===== src/rtl/booth_pkg.sv =====
// Shared constants for the radix-4 Booth multiplier datapath.
//   WIDTH   : operand width. The control sequence is fixed for 4 bits.
//   A_WIDTH : accumulator width. Two guard bits hold +/-2M sums.
//   P_WIDTH : product width.
package booth_pkg;

  localparam int WIDTH   = 4;
  localparam int A_WIDTH = WIDTH + 2;
  localparam int P_WIDTH = 2 * WIDTH;

endpackage : booth_pkg


===== src/rtl/booth_addsub.sv =====
// Combinational accumulator update for one radix-4 Booth step.
// The result is A +/- M or A +/- 2M, modulo 2^(WIDTH+2).
// Ports:
//   a      : current accumulator, WIDTH+2 bits
//   m      : signed multiplicand, WIDTH bits
//   resta  : 1 = subtract, 0 = add
//   mom2   : 1 = use 2M, 0 = use M
//   a_next : updated accumulator, WIDTH+2 bits
module booth_addsub #(
  parameter int WIDTH = booth_pkg::WIDTH
) (
  input  logic [WIDTH+1:0] a,
  input  logic [WIDTH-1:0] m,
  input  logic             resta,
  input  logic             mom2,
  output logic [WIDTH+1:0] a_next
);

  logic [WIDTH+1:0] operand;

  // NOTE: every variable written in always_comb gets a value on every path.
  // Otherwise synthesis infers a latch to hold the old value.
  always_comb begin
    operand = {{2{m[WIDTH-1]}}, m};
    if (mom2) begin
      operand = {m[WIDTH-1], m, 1'b0};
    end
    a_next = resta ? (a - operand) : (a + operand);
  end

endmodule : booth_addsub


===== src/rtl/booth_datapath.sv =====
// Datapath for the radix-4 Booth signed multiplier.
// It holds M, A, Q and the Booth bit q_-1, and applies the control unit's strobes.
// It returns the recoding bits to the control unit.
// It captures the product with a one-cycle Valido pulse on the rising edge of Fin.
// Ports:
//   clk, reset                   : clock; synchronous active-low reset
//   Multiplicando, Multiplicador : signed operands, sampled on Carga_QM
//   Carga_QM, Carga_A, Resta, MoM2, Desplaza_AQ, Fin : control strobes
//   q1, q0, q_menos1             : recoding bits Q[1], Q[0] and q_-1
//   Producto, Valido             : registered product and its update pulse
module booth_datapath
  import booth_pkg::*;
#(
  parameter int WIDTH = booth_pkg::WIDTH
) (
  input  logic               clk,
  input  logic               reset,
  input  logic [WIDTH-1:0]   Multiplicando,
  input  logic [WIDTH-1:0]   Multiplicador,
  input  logic               Carga_QM,
  input  logic               Carga_A,
  input  logic               Resta,
  input  logic               MoM2,
  input  logic               Desplaza_AQ,
  input  logic               Fin,
  output logic               q1,
  output logic               q0,
  output logic               q_menos1,
  output logic [2*WIDTH-1:0] Producto,
  output logic               Valido
);

  localparam int AW = WIDTH + 2;

  logic [WIDTH-1:0] m_r;
  logic [WIDTH-1:0] q_r;
  logic [AW-1:0]    a_r;
  logic             qm1_r;
  logic             fin_d;
  logic [AW-1:0]    a_sum;

  booth_addsub #(.WIDTH(WIDTH)) u_addsub (
    .a      (a_r),
    .m      (m_r),
    .resta  (Resta),
    .mom2   (MoM2),
    .a_next (a_sum)
  );

  // NOTE: sequential state uses non-blocking assignments.
  // All registers then sample their pre-edge values, which the shift below relies on.
  always_ff @(posedge clk) begin
    if (!reset) begin
      m_r      <= '0;
      q_r      <= '0;
      a_r      <= '0;
      qm1_r    <= 1'b0;
      fin_d    <= 1'b0;
      Producto <= '0;
      Valido   <= 1'b0;
    end else begin
      fin_d  <= Fin;
      Valido <= Fin & ~fin_d;
      if (Fin && !fin_d) begin
        Producto <= {a_r[WIDTH-1:0], q_r};
      end

      // The strobes are priority-encoded. The load wins over the add, and the add wins over the shift.
      if (Carga_QM) begin
        m_r   <= Multiplicando;
        q_r   <= Multiplicador;
        a_r   <= '0;
        qm1_r <= 1'b0;
      end else if (Carga_A) begin
        a_r <= a_sum;
      end else if (Desplaza_AQ) begin
        {a_r, q_r, qm1_r} <= {a_r[AW-1], a_r, q_r};
      end
    end
  end

  assign q1       = q_r[1];
  assign q0       = q_r[0];
  assign q_menos1 = qm1_r;

endmodule : booth_datapath


===== config.mk =====
export PLATFORM = sky130hd
export DESIGN_NAME = booth_datapath
export DESIGN_NICKNAME = d
export VERILOG_FILES = /design/src/rtl/booth_pkg.sv /design/src/rtl/booth_addsub.sv /design/src/rtl/booth_datapath.sv
export SDC_FILE = /design/constraint.sdc
export NUM_CORES = 1
export LEC_CHECK = 0
export CORE_MARGIN = 2
export CORE_UTILIZATION = 32
export CTS_BUF_LIST = sky130_fd_sc_hd__clkbuf_2
export DETAILED_ROUTE_END_ITERATION = 10
export PLACE_DENSITY = 0.6
export SLEW_MARGIN = 0
export SYNTH_ARGS = -nofsm -noshare
export SYNTH_HDL_FRONTEND = slang
export SYNTH_HIERARCHICAL = 1
export SYNTH_SLANG_ARGS = --single-unit

===== constraint.sdc =====
create_clock -name clk -period 2.54 [get_ports clk]
set_input_delay 0.508 -clock clk [delete_from_list [all_inputs] [get_ports clk]]
set_output_delay 0.508 -clock clk [all_outputs]
set_load 0.005 [all_outputs]

Word-level counts from Yosys, hierarchy flattened
Index checks and enable logic that the tools add are counted.

Add/subtract/negate cells: 2. Eq/ne operators: 1. Muxes and demuxes: 7. Bitwise logic cells: 4. Reductions and logical operators: 7.

Operator list (number): 4-bit 2-to-1 mux (4); 6-bit 2-to-1 mux (2); 6-bit adder (1); 6-bit subtractor (1); 5-bit 2-to-1 mux (1); 2-bit AND reduction (2); 2-bit nonzero test (2); 1-bit inverter (3); 2-bit inequality test, second input constant (1); 2-bit OR reduction (1); 1-bit AND (1); 1-bit logical AND (1); 1-bit zero test (1).

Register bits after elaboration: 25. Input port bits: 16. Logic and storage cells: 29.

Logic depth before layout (Yosys ltp)
Word-level depth: 4. Gate-level depth with buffers: 13. Depth with buffers taken out: 12.

By module
Netlist, hierarchy kept.

By module, submodules not included: booth_datapath (instances 1, cells an instance 103, area each 1013.5 um2, sequential area each 500.5 um2); booth_addsub (instances 1, cells an instance 52, area each 376.6 um2, sequential area each 0.0 um2).

Least setup slack after synthesis
Ideal clock, no wire load.

Kind: input -> register. Start: in MoM2. End: reg a_r[5]. Library setup time: 120 ps. Data arrival time: 2572 ps. Required time: 2420 ps. Slack: -152 ps. Stages on the path: 11. Path buffers: 1. Cell sequence: clkbuf_1 mux2i_1 ha_1 o21ai_0 ha_1 nor2b_1 o31a_1 o22ai_1 xnor2_1 mux2i_1 nor2_1.

Word-level cells in the longest chain between the ends: 4. Elaborated cells on any way between the ends: 5. Those cells by class: add/sub: 2; mux: 3.

Ends and longest elaborated chain: from (decl) (RTL line booth_datapath.sv:23) `input logic MoM2,`; 4-bit 2-to-1 mux (*) (RTL line booth_addsub.sv:25) `if (mom2) begin`; 6-bit adder / 6-bit subtractor (equally long branches) (RTL line booth_addsub.sv:28) `a_next = resta ? (a - operand) : (a + operand);`; 6-bit 2-to-1 mux (*) (RTL line booth_addsub.sv:28); net a_sum[5] (RTL line booth_datapath.sv:40) `logic [AW-1:0] a_sum;`; 6-bit 2-to-1 mux (*) (RTL line booth_datapath.sv:74) `end else if (Carga_A) begin`; to (signal assigned) (RTL line booth_datapath.sv:75) `a_r <= a_sum;`; to (signal assigned) (RTL line booth_datapath.sv:77) `{a_r, q_r, qm1_r} <= {a_r[AW-1], a_r, q_r};`; to (decl) (RTL line booth_datapath.sv:37) `logic [AW-1:0] a_r;`.

The timed path passes the listed nets; every way through them passes the cells marked *. The select of a mux whose other input is x is not followed. A chain may end at the register's enable or synchronous reset.

Worst setup path after layout
Start: in Resta. End: reg a_r[5].

Word-level cells in the longest chain between the ends: 2.

Ends and longest elaborated chain: from (decl) (RTL line booth_datapath.sv:22) `input logic Resta,`; 6-bit 2-to-1 mux (RTL line booth_addsub.sv:28); net a_sum[5] (RTL line booth_datapath.sv:40); 6-bit 2-to-1 mux (RTL line booth_datapath.sv:74).

The timed path passes the listed nets, and every way through them passes these cells. The select of a mux whose other input is x is not followed.

==> impl_results.md <==
* Area contributors post-synth: dfxtp_1, mux2i_1, nand2_1
* FF+latch area at 500.5 sq um
* First-pass GRT wire length at between 4 and 5 mm
* CTS tree: yes
* Fin. max-slew vios at 0
* N_diodes at 0
* Final nets at about 210
* Slew @ Worst Pin at approximately 0.6 ns
* Tot GR Track Use at 12.21%
* Hold_ws at approximately 0.46 ns
* Yosys reg bits at 25
* CTS sink count at 25
* Vias in the first global route at between 1000 and 1500
* I/O Buffers at 27
* Post-synthesis cell count at around 160
* Pwr dens at about 470 nW/um^2
* Synth async-reset ratio at 0%
* Final wirelength at 2.807 mm
* Worst EP arrival at 2.68 ns
* Worst vdd ir at 0.0002323 V
* Achievable frequency at 0.4163 GHz
* Final Setup Violations at 0
* Layout area overhead at 27.00%
* DIE WIDTH at 69.91 um
* Post-synth top area cell: dfxtp_1
* Drt drc at 0
* Clock transition at path regs at 0.24 ns
* Fill cells at 412
* Syn nets at 178
* Finished Core Util at ~43%
* Via count at 1130
* Rel. slew slack at 59.89%
* Die H at 69.91 um
* Setup CP Type: in2reg
* Final Hold Fails at 0
* Area occupied by multi-input gates at 813.3 sq um
* Placeable core area at 4086 sq um
* Row cnt at 23
* CP endpoint kind: flop
* Tmin final at 2.402 ns
* CP max FO at 10
* Antenna violations before repair at 0
* Required @ worst endpoint at 2.82 ns
* RSZ-0062 raised after global routing: false
* Mapped Area at 1390 sq um
* Status: completed
* Post-Route Skew at roughly 0.0033 ns
* Post-synth top area share at a little over a third
* Vias/cell at 4.768
* Pwr Total at approximately 840 uW
* Commonest non-fill, non-tap cell in the layout: clkdlybuf4s50_1
* Period utilization at a little over nine tenths
* Die Area at 4887 sq um
* Clk buf depth at 2
* CTS root buf: clkbuf_2
* WL/cell at 11.84 um
* Htree depth at 1
* Drt pass-1 iters at 4
* Placed cell count at 232
* Yosys warnings at 6
* CP Launch Type: input pin
* Starting Density at between 30% and 40%
* Netlist cell types at 33
* Top FF cell, synth: dfxtp_1
* EDFF count, synth at 0
* Detail Placement HPWL at ~2.3 mm
* Congestion Overflow GR at 0
* CTS Buf Count at 3
* Starting DRT DRC Count at 48
* Fraction of layout cells with a size suffix above 1 at 11.76%
* Leakage at roughly 0.74 nW
* Most frequent cells in the layout: clkdlybuf4s50_1, dfxtp_1, nand2_1
* Sequential share of the synthesized area at 36.00%
* Antenna-violating nets left at 0
* Dpl cell area at roughly 1700 sq um
* # IOs at 28
* GP Congestion at 0.8758
* Synthesized area per cell at about 9.0 sq um
* Hold crit path type: reg2reg
* Worst-skew pair later-pin latency at about 0.35 ns
* Largest net degree at the start of global routing at 19
* Max Cap Viol at 0
* Finished Cell Area at 1765 sq um
* Non-filler instance count after layout at 237
[synthesized netlist by cell type (all sizes together), types with 3 or more instances]
| cell type | number |
|---|---|
| mux2 | 4 |
| xor2 | 3 |
| dfxtp | 25 |
| nand2b | 4 |
| ha | 6 |
| a21oi | 7 |
| mux2i | 18 |
| inv | 6 |
| a21boi | 8 |
| nor2 | 10 |
| clkbuf | 3 |
| buf | 6 |
| nand2 | 22 |
| o21ai | 9 |
| xnor2 | 3 |
| nor2b | 9 |
[what timing repair did]
action	4_1_cts	5_1_grt
setup endpoints to repair	2	0
hold buffers	0	0
gates resized for setup	2	0
setup buffers	1	0
[per-stage QoR]
step           setup WS, ns  TNS, ns
6_report             0.1378        0
5_1_grt            0.007357        0
4_1_cts              0.1827        0
3_5_place_dp        -0.5675   -1.750
3_3_place_gp        -0.4318   -1.355
2_1_floorplan       0.04730        0
[registers in the layout, summed over array words and instances, names as in the netlist]
register and cells:
a_r 6, q_r 4, fin_d 1, Valido 1
m_r 4, Producto 8, q_menos1 1
[critical path: stages]
cell,delay (ns)
clkdlybuf4s50_1,0.58
a22oi_1,0.28
o32a_1,0.18
o21ai_0,0.09
ha_1,0.32
o21a_1,0.13
o31a_1,0.15
o22ai_1,0.10
xnor2_1,0.14
mux2i_1,0.14
nor2_1,0.05
[logic make-up after synthesis]
| family | synth area share [%] |
|---|---|
| AOI/OAI and AO/OA | 15.12 |
| xor gates and xnor gates | 3.781 |
| adders and majority gates | 6.841 |
| buffers and inverters | 5.760 |
| DFF | 36.00 |
| muxes | 16.20 |
| and+or+nand+nor | 16.29 |
[area by class of cell]
cell class,instances,share of cell area (%)
clock buffer,3,0.8505
clock inverter,1,0.4252
inverter,6,1.276
multi-input combinational,115,46.07
sequential,25,28.35
tap,50,3.544
timing repair buffer,37,19.49
[report_power, final]
group,switching (mW),internal (mW)
Combinational,0.104,0.138
Sequential,0.0196,0.414
Clock,0.124,0.0365
Total,0.248,0.589
[final timing paths]
| check | startpoint | end | slack (ns) | cells past startpoint |
|---|---|---|---|---|
| max | Resta | a_r[5]$_SDFFE_PP0P_ | 0.14 | 11 |
| min | fin_d$_SDFF_PN0_ | Valido$_SDFF_PN0_ | 0.46 | 1 |
| max reg2reg | m_r[0]$_SDFFE_PN0P_ | a_r[4]$_SDFFE_PP0P_ | 0.30 | 11 |
| min reg2reg | fin_d$_SDFF_PN0_ | Valido$_SDFF_PN0_ | 0.46 | 1 |
[layer usage]
layer	vias to the layer above	GRT usage, %	part of all wire, %
li1	589	-	-
met1	512	15.32	47
met2	27	20.74	47
met3	2	3.608	5.1
met4	0	2.564	0.50
met5	-	0	0
Note: power is estimated with default switching activity, not from simulation.
